===== src/rtl/acc_12_stream.sv =====
// Groups ACC_LEN consecutive adder sums into one saturating ACC_W-bit total.
// Completed totals are queued in a small FIFO and leave on a valid/ready port.
module acc_12_stream #(
    parameter int unsigned ACC_LEN    = 9,
    parameter int unsigned ACC_W      = 14,
    parameter int unsigned FIFO_DEPTH = 4
) (
    input  logic                          clk_i,
    input  logic                          rst_n_i,
    input  logic                          clr_i,
    input  logic                          sum_valid_i,
    input  logic [11:0]                   data_sum_i,
    output logic [ACC_W-1:0]              acc_data_o,
    output logic                          acc_valid_o,
    input  logic                          acc_ready_i,
    output logic [$clog2(FIFO_DEPTH):0]   fill_o,
    output logic                          overflow_o
);

    localparam int unsigned AW      = $clog2(FIFO_DEPTH);
    localparam logic [7:0]  LastCnt = 8'(ACC_LEN - 1);

    logic [7:0]       r_cnt;
    logic [ACC_W-1:0] r_acc;
    logic [ACC_W-1:0] r_mem [FIFO_DEPTH];
    logic [AW-1:0]    r_wptr;
    logic [AW-1:0]    r_rptr;
    logic [AW:0]      r_fill;
    logic             r_ovf;

    logic             w_beat;
    logic             w_last;
    logic [ACC_W-1:0] w_base;
    logic [ACC_W:0]   w_sum;
    logic [ACC_W-1:0] w_total;
    logic             w_full;
    logic             w_pop;
    logic             w_push;
    logic             w_drop;

    always_comb begin
        w_beat  = sum_valid_i && !clr_i;
        w_last  = w_beat && (r_cnt == LastCnt);
        w_base  = (r_cnt == 8'd0) ? '0 : r_acc;
        // One spare bit catches the carry; a saturated acc stays saturated.
        w_sum   = {1'b0, w_base} + (ACC_W + 1)'(data_sum_i);
        w_total = w_sum[ACC_W] ? '1 : w_sum[ACC_W-1:0];
        w_full  = (r_fill == (AW + 1)'(FIFO_DEPTH));
        w_pop   = (r_fill != '0) && acc_ready_i && !clr_i;
        w_push  = w_last && (!w_full || w_pop);
        w_drop  = w_last && w_full && !w_pop;
    end

    always_ff @(posedge clk_i or negedge rst_n_i) begin
        if (!rst_n_i) begin
            r_cnt <= '0;
            r_acc <= '0;
        end else if (clr_i) begin
            r_cnt <= '0;
            r_acc <= '0;
        end else if (w_beat) begin
            if (w_last) begin
                r_cnt <= '0;
            end else begin
                r_cnt <= r_cnt + 8'd1;
                r_acc <= w_total;
            end
        end
    end

    always_ff @(posedge clk_i or negedge rst_n_i) begin
        if (!rst_n_i) begin
            r_wptr <= '0;
            r_rptr <= '0;
            r_fill <= '0;
            r_ovf  <= 1'b0;
        end else if (clr_i) begin
            r_wptr <= '0;
            r_rptr <= '0;
            r_fill <= '0;
            r_ovf  <= 1'b0;
        end else begin
            if (w_push) begin
                r_wptr <= r_wptr + AW'(1);
            end
            if (w_pop) begin
                r_rptr <= r_rptr + AW'(1);
            end
            if (w_push && !w_pop) begin
                r_fill <= r_fill + (AW + 1)'(1);
            end else if (w_pop && !w_push) begin
                r_fill <= r_fill - (AW + 1)'(1);
            end
            if (w_drop) begin
                r_ovf <= 1'b1;
            end
        end
    end

    // Storage needs no reset: the pointers and fill count gate all reads.
    always_ff @(posedge clk_i) begin
        if (w_push) begin
            r_mem[r_wptr] <= w_total;
        end
    end

    always_comb begin
        acc_valid_o = (r_fill != '0);
        acc_data_o  = acc_valid_o ? r_mem[r_rptr] : '0;
        fill_o      = r_fill;
        overflow_o  = r_ovf;
    end

endmodule

===== config.mk =====
export PLATFORM = sky130hd
export DESIGN_NAME = acc_12_stream
export DESIGN_NICKNAME = d
export VERILOG_FILES = /design/src/rtl/acc_12_stream.sv
export SDC_FILE = /design/constraint.sdc
export NUM_CORES = 1
export LEC_CHECK = 0
export ABC_AREA = 1
export CAP_MARGIN = 15
export CORE_MARGIN = 2
export CORE_UTILIZATION = 35
export DETAILED_ROUTE_END_ITERATION = 12
export MAX_ROUTING_LAYER = met4
export PLACE_DENSITY = 0.58
export SYNTH_ARGS = -nofsm -noshare
export SYNTH_HDL_FRONTEND = slang
export SYNTH_SLANG_ARGS = --single-unit

===== constraint.sdc =====
create_clock -name clk_i -period 3.8 [get_ports clk_i]
set_clock_uncertainty 0.15 [all_clocks]
set_input_delay 0.76 -clock clk_i [delete_from_list [all_inputs] [get_ports clk_i]]
set_output_delay 0.76 -clock clk_i [all_outputs]
set_load 0.005 [all_outputs]

==> flow_summary_export.csv <==
group,metric,value,unit
cts,path_clk_slew,0.06,ns
power_and_ir_drop,leakage,2.36,nW
place,dpl_worst_slack,0.450,ns
place,placed_area,0.00522,mm^2
place,place_congestion,0.858,
yosys,yosysUniqueCellTypes,34,
yosys,synth_seq_area_share,52.3,%
critical_path,crit_chain,"inv_1, ha_1, nand3_2, nor2_2, buf_4, nor2_1, ha_1, fa_1, nand3_1, nand2_2, nand3_2, nand3_2, nand2_4, o21ai_0",
finish,final_util,42.1,%
floorplan,die_area,0.0142,mm^2
grt,antenna_found_initial,0,
critical_path,crit_type,"register to register",
yosys,ys_seq_elements,86,
cts,htreeDepth,3,
route,route.detailed.wl_per_inst,13.3,um
route,route.detailed.drc,0,
floorplan,rows,42,
floorplan,start_util,35.5,%
cts,cts_tree,"done",
sta,fin_crit,3.29,ns
critical_path,crit_path_max_fanout,15,
sta,drv_slew,0,
route,firstDrtPassIters,4,
status,status,"finished clean",
floorplan,num_io_pins,36,
grt,grt_usage,14.6,%
yosys,syn_area,0.00465,mm^2
critical_path,required,3.65,ns
place,io_buffers,35,
floorplan,die_x,119,um
yosys,syn-instance-count,506,
critical_path,cp-start-kind,"register",
route,detail_route.iter0.violations,200,
grt,grt_max_degree,31,
route,drt-total-wl,9680,um
critical_path,crit_path_end_kind,"register",
yosys,synthFlopType,"edfxtp_1",
route,vias_per_cell,4.64,
cts,cts_root_buffer,"clkbuf_16",
grt,grt_first_pass_wirelength,15800,um
power_and_ir_drop,power_density,459,mW/mm^2
sta,finalSetupTns,0,ns
cts,postCtsHoldBufs,0,
power_and_ir_drop,power,2.53,mW
floorplan,core-area,0.0131,mm^2
grt,grt-ovfl-total,0,
cts,clk_path_buf_depth,2,
grt,grt_pass1_vias,3213,
critical_path,slowest_delay,0.42,ns
finish,layout_common_cells,"nor2_1 (87), nand2_1 (82), inv_1 (60), edfxtp_1 (56), o21ai_0 (41)",
place,placedCellCount,714,
sta,rsz0062_at_grt,"no",
finish,n_antenna_cell,0,
finish,drive_gt1_share,12.1,%
yosys,syn_nets,543,
critical_path,path_common_cell,"nand3_2",
sta,min_period_over_period,86.6,%
sta,worst_slew_pin_slew,0.587,ns
power_and_ir_drop,peakVddDrop,0.194,mV
yosys,synth_edf_count,56,
cts,cts_sinks,86,
critical_path,crit_arrival,3.14,ns
cts,clock_latency,0.33,ns
sta,setup_ws,0.509,ns
route,vias,3389,
finish,instances_no_fill,730,
finish,fin_nets,586,
yosys,async_flop_share,34.9,%
sta,timing.fmax,0.304,GHz
route,drtAntennaViolNets,0,
sta,setup_violations,0,
floorplan,dieHeight,119,um
finish,final_common_cell,"nor2_1",
cts,cts_setup_buffers,0,
yosys,synth_area_per_cell,9.19,um^2
cts,cts_inserted_buffers,9,
finish,nFillCells,1261,
sta,holdWs,0.331,ns
place,dp_hpwl,6880,um
critical_path,critPathSlowestCell,"fa_1",
run,max_cap_violations,0,
cts,postCtsResizedCells,0,
hold_path,hold_class,"register to register",
sta,hold_viol_final,0,
finish,final_area,0.00552,mm^2
sta,relSlewSlack,60.9,%
finish,syn2layout_area_growth,18.6,%
yosys,synth_warnings,0,
-- path summary, 6_finish.rpt --
path,slack [ns],startpoint,to,cells past startpoint
max,0.51,r_cnt[0]$_DFFE_PN0P_,r_mem[0][2]$_DFFE_PP_,14
min,0.33,r_acc[7]$_DFFE_PN0P_,r_acc[7]$_DFFE_PN0P_,2
max reg2reg,0.51,r_cnt[0]$_DFFE_PN0P_,r_mem[0][2]$_DFFE_PP_,14
min reg2reg,0.33,r_acc[7]$_DFFE_PN0P_,r_acc[7]$_DFFE_PN0P_,2
max in group asynchronous,2.54,rst_n_i,r_acc[12]$_DFFE_PN0P_,2
min in group asynchronous,0.67,rst_n_i,fill_o[1]$_DFFE_PN0P_,2
-- layer usage --
layer / share of wire [%] / track usage [%] / vias to the layer above
met5: 0 / - / -
met4: 1.2 / 4.84 / 0
met3: 3.3 / 2.54 / 6
met2: 48 / 23.4 / 59
met1: 47 / 18.9 / 1581
li1: - / - / 1743
-- Yosys cell counts (all sizes together) (2+ instances only) --
library cell    n  area share, %
a21oi          26            3.0
buf             6            1.0
clkbuf          7           0.57
dfrtp          30             16
edfxtp         56             36
fa              2           0.86
ha             18            4.8
inv            63            5.1
nand2          97            9.5
nand3          28            4.5
nand4           3           0.40
nor2          100            9.1
nor3            3           0.32
o21ai          49            5.4
o22ai           4           0.54
xnor2           3           0.57
xor2            6            1.1
-- flip-flops by register name, indices dropped and copies added (netlist names) --
signal and cells:
r_cnt 8, r_wptr 2, r_acc 14, overflow_o 1
r_rptr 2, r_mem 56, fill_o 3
-- area by class of cell --
class | instances | area (um^2) | area share, %
Clock buffer | 12 | 246 | 4.47
Clock inverter | 4 | 47.5 | 0.862
Inverter | 63 | 236 | 4.29
Multi-Input combinational cell | 344 | 1910 | 34.6
Sequential cell | 86 | 2430 | 44.1
Tap cell | 176 | 220 | 3.99
Timing Repair Buffer | 45 | 425 | 7.71
-- critical path: cells and delay by family, from the launching register on --
family                     cells  cell delay [ns]
AOI/OAI and AO/OA              1             0.31
buffers and inverters          2             0.31
and+or+nand+nor                8             0.97
adders and majority gates      3             0.85
DFF                            1             0.38
-- report_power, final --
part           total [mW]  switching [mW]  leakage, nW  internal (mW)
Combinational       0.618           0.346         1.30          0.273
Sequential           1.06          0.0175        0.915           1.04
Clock               0.857           0.332        0.144          0.525
-- logic make-up (layout without fill, tap and decap cells) --
family	after synthesis	count (layout)	synth area share [%]
buffers and inverters	76	124	6.67
DFF	86	86	52.3
and+or+nand+nor	233	233	24.1
xor gates and xnor gates	9	9	1.70
adders and majority gates	20	20	5.71
AOI/OAI and AO/OA	82	82	9.47
(Power assumes the default switching activity.)
